[config.mk]
export PLATFORM = sky130hd
export DESIGN_NAME = prog_sequencer_flat
export DESIGN_NICKNAME = d
export VERILOG_FILES = /design/src/rtl/prog_sequencer_pkg.sv /design/src/rtl/prog_sequencer_if.sv /design/src/rtl/prog_sequencer_prog_mem.sv /design/src/rtl/prog_sequencer.sv /design/src/flat_wrapper.sv
export SDC_FILE = /design/constraint.sdc
export NUM_CORES = 1
export LEC_CHECK = 0
export CORE_MARGIN = 2
export CORE_UTILIZATION = 35
export CTS_BUF_LIST = sky130_fd_sc_hd__clkbuf_8
export DETAILED_ROUTE_END_ITERATION = 8
export GPL_ROUTABILITY_DRIVEN = 0
export PLACE_DENSITY = 0.61
export SLEW_MARGIN = 20
export SYNTH_ARGS = -nofsm -noshare
export SYNTH_HDL_FRONTEND = slang
export SYNTH_SLANG_ARGS = --single-unit
[constraint.sdc]
create_clock -name Clock -period 3 [get_ports Clock]
set_clock_uncertainty 0.1 [all_clocks]
set_input_delay 0.3 -clock Clock [delete_from_list [all_inputs] [get_ports Clock]]
set_output_delay 0.3 -clock Clock [all_outputs]
set_load 0.02 [all_outputs]
[src/rtl/prog_sequencer_pkg.sv]
// Shared types and widths for the program sequencer and the processor it feeds.
// Holds the sequencer state encoding, the function/data widths and the packed
// program-memory word layout.
package prog_sequencer_pkg;

  localparam int unsigned FUNC_W = 10;
  localparam int unsigned DATA_W = 8;
  localparam int unsigned WORD_W = FUNC_W + DATA_W;

  typedef enum logic [2:0] {
    ST_IDLE   = 3'd0,
    ST_ISSUE  = 3'd1,
    ST_WAIT   = 3'd2,
    ST_FINISH = 3'd3,
    ST_ERROR  = 3'd4
  } seq_state_e;

  // One program entry: function word in the upper bits, data byte below.
  typedef struct packed {
    logic [FUNC_W-1:0] func;
    logic [DATA_W-1:0] data;
  } prog_word_t;

endpackage

[src/rtl/prog_sequencer_if.sv]
// Bundle of the sequencer's load, control and processor-facing signals.
// slave  : seen by prog_sequencer (load/control/Done in, Func/Data/w/status out)
// master : seen by the host/processor side driving the sequencer
interface prog_sequencer_if #(
  parameter int unsigned DEPTH = 16
);
  import prog_sequencer_pkg::*;

  localparam int unsigned AW = $clog2(DEPTH);

  logic              LoadEn;
  logic [AW-1:0]     LoadAddr;
  logic [FUNC_W-1:0] LoadFunc;
  logic [DATA_W-1:0] LoadData;
  logic [AW:0]       ProgLen;
  logic              Start;
  logic              Done;
  logic [FUNC_W-1:0] Func;
  logic [DATA_W-1:0] Data;
  logic              w;
  logic              Busy;
  logic              Finished;
  logic              Error;
  logic [AW-1:0]     PC;

  modport slave (
    input  LoadEn, LoadAddr, LoadFunc, LoadData, ProgLen, Start, Done,
    output Func, Data, w, Busy, Finished, Error, PC
  );

  modport master (
    output LoadEn, LoadAddr, LoadFunc, LoadData, ProgLen, Start, Done,
    input  Func, Data, w, Busy, Finished, Error, PC
  );

endinterface

[src/rtl/prog_sequencer_prog_mem.sv]
// prog_mem: DEPTH x 18 program store, synchronous write, combinational read.
// Ports: clk, we/waddr/wdata (write side), raddr/rdata_c (async read side).
// Contents are deliberately not reset so a program survives a sequencer reset.
module prog_mem
  import prog_sequencer_pkg::*;
#(
  parameter int unsigned DEPTH = 16
) (
  input  logic                     clk,
  input  logic                     we,
  input  logic [$clog2(DEPTH)-1:0] waddr,
  input  prog_word_t               wdata,
  input  logic [$clog2(DEPTH)-1:0] raddr,
  output prog_word_t               rdata_c
);

  prog_word_t mem_q [DEPTH];

  always_ff @(posedge clk) begin
    if (we) begin
      mem_q[waddr] <= wdata;
    end
  end

  assign rdata_c = mem_q[raddr];

endmodule

[src/rtl/prog_sequencer.sv]
// prog_sequencer: steps through a loaded program, issuing one {Func, Data}
// entry per instruction with a one-cycle w strobe and waiting for Done.
// Ports: Clock, Reset (sync, active-high), bus (prog_sequencer_if.slave):
//   load port LoadEn/LoadAddr/LoadFunc/LoadData, control ProgLen/Start,
//   processor handshake Done in / Func, Data, w out, status Busy/Finished/
//   Error/PC out. All outputs are registered.
module prog_sequencer
  import prog_sequencer_pkg::*;
#(
  parameter int unsigned DEPTH   = 16,
  parameter int unsigned TIMEOUT = 16
) (
  input logic                 Clock,
  input logic                 Reset,
  prog_sequencer_if.slave     bus
);

  localparam int unsigned AW = $clog2(DEPTH);
  localparam int unsigned LW = AW + 1;
  localparam int unsigned CW = $clog2(TIMEOUT + 1);
  localparam logic [CW-1:0] TMO_LAST = CW'(TIMEOUT - 1);

  seq_state_e        state_q, state_d;
  logic [AW-1:0]     pc_q, pc_d;
  logic [LW-1:0]     len_q, len_d;
  logic [CW-1:0]     cnt_q, cnt_d;
  logic [FUNC_W-1:0] func_q, func_d;
  logic [DATA_W-1:0] data_q, data_d;
  logic              w_q, w_d;
  logic              busy_q, busy_d;
  logic              finished_q, finished_d;
  logic              error_q, error_d;

  logic              mem_we_c;
  prog_word_t        mem_wdata_c;
  prog_word_t        mem_rdata_c;

  // Loads are only accepted while no program is in flight.
  assign mem_we_c    = bus.LoadEn && ((state_q == ST_IDLE) || (state_q == ST_ERROR));
  assign mem_wdata_c = '{func: bus.LoadFunc, data: bus.LoadData};

  // Read address follows the next PC so the issued word is registered
  // together with the transition into ISSUE.
  prog_mem #(.DEPTH(DEPTH)) u_prog_mem (
    .clk     (Clock),
    .we      (mem_we_c),
    .waddr   (bus.LoadAddr),
    .wdata   (mem_wdata_c),
    .raddr   (pc_d),
    .rdata_c (mem_rdata_c)
  );

  // Next-state, PC, length and timeout counter; outputs derive from state_d.
  always_comb begin
    state_d = state_q;
    pc_d    = pc_q;
    len_d   = len_q;
    cnt_d   = cnt_q;

    unique case (state_q)
      ST_IDLE: begin
        if (bus.Start) begin
          if (bus.ProgLen == '0) begin
            state_d = ST_FINISH;
          end else begin
            // Clamp so the PC can never run past the last entry.
            len_d   = (bus.ProgLen > LW'(DEPTH)) ? LW'(DEPTH) : bus.ProgLen;
            pc_d    = '0;
            state_d = ST_ISSUE;
          end
        end
      end
      ST_ISSUE: begin
        cnt_d   = '0;
        state_d = ST_WAIT;
      end
      ST_WAIT: begin
        if (bus.Done) begin
          if (LW'(pc_q) == (len_q - LW'(1))) begin
            state_d = ST_FINISH;
          end else begin
            pc_d    = pc_q + AW'(1);
            state_d = ST_ISSUE;
          end
        end else if (cnt_q == TMO_LAST) begin
          state_d = ST_ERROR;
        end else begin
          cnt_d = cnt_q + CW'(1);
        end
      end
      ST_FINISH: begin
        state_d = ST_IDLE;
      end
      ST_ERROR: begin
        if (bus.Start) begin
          state_d = ST_IDLE;
        end
      end
      default: begin
        state_d = ST_IDLE;
      end
    endcase

    w_d        = (state_d == ST_ISSUE);
    busy_d     = (state_d != ST_IDLE);
    finished_d = (state_d == ST_FINISH);
    error_d    = (state_d == ST_ERROR);

    // Func/Data hold the last issued entry until the next issue.
    func_d = func_q;
    data_d = data_q;
    if (state_d == ST_ISSUE) begin
      func_d = mem_rdata_c.func;
      data_d = mem_rdata_c.data;
    end
  end

  // State and output registers.
  always_ff @(posedge Clock) begin
    if (Reset) begin
      state_q    <= ST_IDLE;
      pc_q       <= '0;
      len_q      <= '0;
      cnt_q      <= '0;
      func_q     <= '0;
      data_q     <= '0;
      w_q        <= 1'b0;
      busy_q     <= 1'b0;
      finished_q <= 1'b0;
      error_q    <= 1'b0;
    end else begin
      state_q    <= state_d;
      pc_q       <= pc_d;
      len_q      <= len_d;
      cnt_q      <= cnt_d;
      func_q     <= func_d;
      data_q     <= data_d;
      w_q        <= w_d;
      busy_q     <= busy_d;
      finished_q <= finished_d;
      error_q    <= error_d;
    end
  end

  assign bus.Func     = func_q;
  assign bus.Data     = data_q;
  assign bus.w        = w_q;
  assign bus.Busy     = busy_q;
  assign bus.Finished = finished_q;
  assign bus.Error    = error_q;
  assign bus.PC       = pc_q;

endmodule

[src/flat_wrapper.sv]
// flat-port wrapper written by rule: the top's interface ports become plain ports
module prog_sequencer_flat import prog_sequencer_pkg::*;
#(
  parameter int unsigned DEPTH   = 16,
  parameter int unsigned TIMEOUT = 16
)
  (Clock, Reset, bus_LoadEn, bus_LoadAddr, bus_LoadFunc, bus_LoadData, bus_ProgLen, bus_Start, bus_Done, bus_Func, bus_Data, bus_w, bus_Busy, bus_Finished, bus_Error, bus_PC);
  prog_sequencer_if #(.DEPTH(DEPTH)) bus_i ();
  input logic Clock;
  input logic Reset;
  input wire logic [$bits(bus_i.LoadEn)-1:0] bus_LoadEn;
  input wire logic [$bits(bus_i.LoadAddr)-1:0] bus_LoadAddr;
  input wire logic [$bits(bus_i.LoadFunc)-1:0] bus_LoadFunc;
  input wire logic [$bits(bus_i.LoadData)-1:0] bus_LoadData;
  input wire logic [$bits(bus_i.ProgLen)-1:0] bus_ProgLen;
  input wire logic [$bits(bus_i.Start)-1:0] bus_Start;
  input wire logic [$bits(bus_i.Done)-1:0] bus_Done;
  output wire logic [$bits(bus_i.Func)-1:0] bus_Func;
  output wire logic [$bits(bus_i.Data)-1:0] bus_Data;
  output wire logic [$bits(bus_i.w)-1:0] bus_w;
  output wire logic [$bits(bus_i.Busy)-1:0] bus_Busy;
  output wire logic [$bits(bus_i.Finished)-1:0] bus_Finished;
  output wire logic [$bits(bus_i.Error)-1:0] bus_Error;
  output wire logic [$bits(bus_i.PC)-1:0] bus_PC;
  assign bus_i.LoadEn = bus_LoadEn;
  assign bus_i.LoadAddr = bus_LoadAddr;
  assign bus_i.LoadFunc = bus_LoadFunc;
  assign bus_i.LoadData = bus_LoadData;
  assign bus_i.ProgLen = bus_ProgLen;
  assign bus_i.Start = bus_Start;
  assign bus_i.Done = bus_Done;
  assign bus_Func = bus_i.Func;
  assign bus_Data = bus_i.Data;
  assign bus_w = bus_i.w;
  assign bus_Busy = bus_i.Busy;
  assign bus_Finished = bus_i.Finished;
  assign bus_Error = bus_i.Error;
  assign bus_PC = bus_i.PC;
  prog_sequencer #(.DEPTH(DEPTH), .TIMEOUT(TIMEOUT)) u_core (.Clock(Clock), .Reset(Reset), .bus(bus_i));
endmodule
==> reports/qor.txt <==
Outcome: finished clean
Maximum net fanout on the critical path: 8
Half-perimeter wire length after placement: 21500 microns
Antenna Nets Post-Route: 0
Cts bufs inserted: 53
Pre-CTS worst setup slack: -376.1 ps
Most frequently used flop master after synthesis: sky130_fd_sc_hd__edfxtp_1
Required time reported for the critical path endpoint: 3400 ps
First-pass GRT wire length: 50910 microns
Syn nets: 937
DIE WIDTH: 196.4 microns
Number of global-route vias before repair: 8426
Peak VDD IR: 0.3286 mV
PortBufs: 57
Die H: 196.4 microns
Layout Utilization: 44.49%
LEAKAGE: 5.480 nW
Avg WL per Cell: 21.66 microns
Final worst-path cycle share: 97.32%
Effective utilization at floorplan: 35.46%
Final worst path period need: 2920 ps
Largest family of logic cells by synthesized area: simple AND/OR/NAND/NOR gates
DRC violations left: 0
Data arrival time of the critical path: 3320 ps
Largest net degree at the start of global routing: 44
Total gr overflow: 0
Area of the mapped netlist: 12950 sq um
Max-slew violation total from the final report: 0
IO Count: 58
Final hold vios: 0
Library cell with the largest summed area after synthesis: sky130_fd_sc_hd__edfxtp_1
Iteration-0 DRC Markers: 785
Worst path top cell family by delay: compound AO/OA/AOI/OAI gates
R2R cell count: 13
Worst-case clock buffer depth: 3
Library cells used by synthesis: 61
Worst-skew pair later-pin latency: 570 ps
Cell-by-cell trace of the critical path: inv_1 > ha_4 > o21ba_4 > a221oi_4 > o2111ai_2 > buf_6 > nand4_1 > buf_12 > a31o_4 > a21oi_1 > a2111oi_2 > buf_4 > and3_1
Synthesized area per cell: 14.38 sq um
Critical path type: flip-flop to flip-flop
Clock Root Buffer: sky130_fd_sc_hd__clkbuf_8
Routed wire length: 34610 microns
Final standard cell count with taps included and fillers excluded: 1598
RSZ-0062 raised after global routing: true
Element type at the critical path start: flip-flop
Power per cell area: 559.8 nW/um^2
Sequential area share after synthesis: 72.80%
Number of enable flip-flop cells after synthesis: 288
Final Worst Setup Slack: 80.34 ps
Worst flop-to-flop path startpoint: u_core.len_q[0]
Area enclosed by the die boundary: 38560 sq um
Max_slew headroom: 57.89%
Slowest stage cell on the critical path: sky130_fd_sc_hd__a2111oi_2
Leading cell types by total area after synthesis: sky130_fd_sc_hd__edfxtp_1 (67%), sky130_fd_sc_hd__dfxtp_1 (6.0%), sky130_fd_sc_hd__and3_1 (2.8%)
CTS sink count: 327
Core outline area: 36520 sq um
Row count: 70
GRT Total Usage: 17.57%
XOR/XNOR Fraction of Synth Area: 0.5410%
Max Cap Violations: 0
Dominant cell by count in the synthesized netlist: sky130_fd_sc_hd__edfxtp_1
First drt pass iteration count: 7
Number of levels the H-tree was split into: 2
Net count, final: 1127
Power after layout: 9.095 mW
Instance count on the critical path: 13
Number of setup violations in the final report: 0
Post-Place Cells: 1493
Share of synthesized registers carrying an async set or reset: 0%
Worst-margin pin slew: 630.3 ps
Clock Pin Slew Worst Setup and Hold Paths: 60 ps
Leading cell types by count after synthesis: sky130_fd_sc_hd__edfxtp_1 (288), sky130_fd_sc_hd__nand2_1 (98), sky130_fd_sc_hd__nor2_1 (66)
Worst setup EP type: flip-flop
Layout cells sized above 1: 23.54%
Launch point of the worst path: u_core.len_q[0]
Worst Hold Class: primary input to flip-flop
Mux cell area share after synthesis: 2.183%
Via count: 8579
Compound-gate portion of the synthesized area: 9.950%
Antenna violations before repair: 0
Worst setup path endpoint: u_core.bus.Data[5]
Area fraction in and, or, nand and nor cells after synthesis: 11.98%
Cell count after synthesis: 901
R2R Setup Slk: 80 ps
#FFs+latches synth: 327
Count of antenna diodes in the layout: 0
Synth top area share: 66.77%
Critical path buffers and inverters: 4
Peak Freq: 342.5 MHz
Synthesis-to-layout area growth: 25.44%
Via density per instance: 5.369
Number of warnings reported in the yosys synthesis log: 0
Critical Path Max Stage Delay: 450 ps
Adder and majority gate portion of the synthesized area: 0.3864%
CTS tree: done
Reg2reg end: u_core.bus.Data[5]
-- power by group --
part           internal [mW]  total (mW)  switching [mW]
sequential              5.03        5.08          0.0430
combinational          0.210       0.510           0.301
clock                   1.83        3.51            1.68
-- cells by family (layout without fill, tap and decap cells) --
group           Yosys count  after routing
flops                   327            327
simple gates            310            310
compound gates          167            167
buf+inv                  57            286
mux                      28             28
xor+xnor                  8              8
fa+ha+maj                 4              4
-- worst register-to-register path: cells and delay by family (launching register included) --
kind                     cells  cell delay (ps)
AO/OA/AOI/OAI                6             1370
adder cells (fa/ha/maj)      1              180
buffers and inverters        4              610
flip-flops                   1              320
AND/OR/NAND/NOR              2              260
-- per-layer routing --
metal / share of wire (%) / global-route usage (%)
met5: 0 / 0
met4: 3.5 / 7.043
met3: 7.2 / 3.388
met2: 46 / 27.63
met1: 43 / 24.09
-- how the worst min path moves through the flow --
stage,from,endpoint,cells after the start
floorplan,bus_LoadData[0],u_core.u_prog_mem.mem_q[0][0],0
global placement,u_core.cnt_q[1],u_core.cnt_q[1],2
detailed placement,u_core.cnt_q[1],u_core.cnt_q[1],2
CTS,Reset,u_core.bus.PC[2],2
global route,Reset,u_core.cnt_q[1],2
finish,Reset,u_core.bus.PC[2],2
-- metrics by stage --
step / area, sq um / TNS, ps / hold WS [ps]
finish: 16250 / 0 / 129.8
CTS: 15950 / -20.62 / 97.62
floorplan: 12950 / 0 / 298.9
global route: 16250 / -228.9 / 126.4
global placement: 14940 / -1765 / 365.7
detailed placement: 14940 / -1982 / 371.9
-- placed cells by master, fill, tap and decap left out, types with 8 or more instances in the layout --
cell	Yosys	routed
sky130_fd_sc_hd__a2111oi_2	0	11
sky130_fd_sc_hd__clkbuf_8	0	57
sky130_fd_sc_hd__nand3_1	9	8
sky130_fd_sc_hd__and4_1	10	10
sky130_fd_sc_hd__edfxtp_1	288	288
sky130_fd_sc_hd__nor3_1	34	30
sky130_fd_sc_hd__a31o_2	9	8
sky130_fd_sc_hd__a32oi_1	16	16
sky130_fd_sc_hd__buf_12	0	14
sky130_fd_sc_hd__mux2i_1	26	26
sky130_fd_sc_hd__dfxtp_1	39	37
sky130_fd_sc_hd__clkdlybuf4s50_1	0	56
sky130_fd_sc_hd__a211oi_1	49	46
sky130_fd_sc_hd__a21oi_1	29	29
sky130_fd_sc_hd__nor2_1	66	51
sky130_fd_sc_hd__clkinv_1	0	15
sky130_fd_sc_hd__buf_4	7	109
sky130_fd_sc_hd__a311oi_1	21	21
sky130_fd_sc_hd__nor2_2	0	15
sky130_fd_sc_hd__nand2_1	98	98
sky130_fd_sc_hd__and3_1	59	59
sky130_fd_sc_hd__inv_1	6	20
-- flip-flops by register name (all words and copies together) (netlist names) --
| name | count |
|---|---|
| u_core.cnt_q | 5 |
| u_core.len_q | 5 |
| u_core.state_q | 3 |
| u_core.bus.Busy | 1 |
| u_core.bus.Data | 8 |
| u_core.bus.Func | 10 |
| u_core.bus.Finished | 1 |
| u_core.bus.Error | 1 |
| u_core.u_prog_mem.mem_q | 288 |
| u_core.bus.PC | 4 |
| u_core.bus.w | 1 |
-- cell type report --
cell class | count | area (sq um)
clock buffer | 57 | 784.5
timing repair buffer | 186 | 1762
fill | 3229 | 20270
clock inverter | 37 | 178.9
multi-input combinational | 517 | 3483
inverter | 6 | 22.52
tap | 468 | 585.6
sequential | 327 | 9432
-- what timing repair did --
| item | in CTS | in global routing |
|---|---|---|
| pin swaps | 0 | 15 |
| buffers inserted | 1 | 9 |
| endpoints found under the setup margin | 14 | 18 |
| endpoints found under the hold margin | 0 | 0 |
| gates resized for setup | 14 | 44 |
| gates cloned | 0 | 1 |
| hold buffers | 0 | 0 |
Note: power is estimated with default switching activity, not from simulation.
==> patch, RTL diff (config.mk and constraints unchanged) <==
`DATA_W`: 8 -> 6.
--- a/src/rtl/prog_sequencer_pkg.sv
+++ b/src/rtl/prog_sequencer_pkg.sv
@@ -4,7 +4,7 @@
 package prog_sequencer_pkg;
 
   localparam int unsigned FUNC_W = 10;
-  localparam int unsigned DATA_W = 8;
+  localparam int unsigned DATA_W = 6;
   localparam int unsigned WORD_W = FUNC_W + DATA_W;
 
   typedef enum logic [2:0] {
Ports: changed (resized bus_Data and bus_LoadData); port bits go from 58 to 54. No check against the original RTL was run, so the function may have changed too.
==> patch against the unedited design <==
Cell area decreased by 9.6%; clock power decreased by 8.0%; routed wire length decreased by 13%; setup slack got worse by 0.00089 ns; fmax about the same; hold slack improved by 0.23 ns; final cell count decreased by 5.3%; power decreased by 8.9%; synthesized area decreased by 8.7%; count of clock-buffer cells in the layout decreased by 7; utilization decreased by 0.47 points; sequential cell count decreased by 34; sequential power decreased by 11%; highest routed layer unchanged; critical endpoint is now u_core.bus.Data[3]$_SDFFE_PP0P_; largest power group unchanged.
==> patch: results <==
clock_tree:
  cts_setup_buffers: 4
  post_cts_resized: 7
route:
  vias: 7687
  met2_length_um: 14700
  wire_per_inst_um: 20.0
  met1_length_um: 12700
  drt_iter0_markers: 675
worst_setup_path:
  cp_top_family: "simple AND/OR/NAND/NOR gates"
  critPathSlowestCell: "dfxtp_2"
  arrival_ns: 3.31
  endpoint: "u_core.bus.Data[3]$_SDFFE_PP0P_"
  rr_endpoint: "u_core.bus.Data[3]$_SDFFE_PP0P_"
layout:
  nClkBuffers: 50
  layout.cells.non_filler: 1513
  drive_gt1_share_pct: 20.7
  clock_cell_area_share_pct: 6.13
  fillCellCount: 3049
  inv_count: 10
  syn2layout_area_growth_pct: 24.2
  buffers: 145
  nets: 1062
  largest_reg_flops: 256
global_routing:
  grt_pass1_wl_um: 44600
  grt_max_degree: 50
status:
  status: "finished, final reports clean"
place:
  place.detailed.hpwl_um: 17700
  io_buffer_count: 53
synthesis:
  synth_edf_count: 256
  syn_nets: 918
  synth_commonest_cells: "edfxtp_1 (256), nand2_1 (186), nand3_1 (64)"
  synthDistinctLibCells: 53
worst_hold_path:
  hold_end: "u_core.state_q[0]$_SDFF_PP0_"
pwr:
  p_leak_nw: 4.98
  ir_drop_uv: 256
floorplan:
  die_x_um: 188
[patch: changes by cell type after synthesis, sizes merged, moves of 13 or more]
| cell | change |
|---|---|
| nand2 | +86 |
| and3 | -54 |
| nand3 | +54 |
| a211oi | -46 |
| a31oi | +44 |
| edfxtp | -32 |
| nor2 | -27 |
| nor3 | -25 |
| a311oi | -21 |
| a21oi | -15 |
| a2111oi | -14 |
| mux2i | +14 |
| o2bb2a | +13 |
[patch: metal layers]
layer / track usage, % / vias to the layer above
met5: 0 / -
met4: 5.18 / 0
met3: 3.71 / 46
met2: 27.7 / 246
met1: 21.6 / 3792
li1: - / 3603
[patch: kinds of logic after synthesis]
family	after synthesis	share of synthesized area [%]
and+or+nand+nor	349	13.2
DFF	293	71.3
AOI/OAI and AO/OA	116	7.17
buffers and inverters	60	2.62
muxes	54	4.72
xor gates and xnor gates	8	0.592
adders and majority gates	4	0.423
[patch: where the power goes]
part	internal [mW]	switching (mW)
clock network	1.72	1.50
logic	0.213	0.315
registers	4.50	0.0320
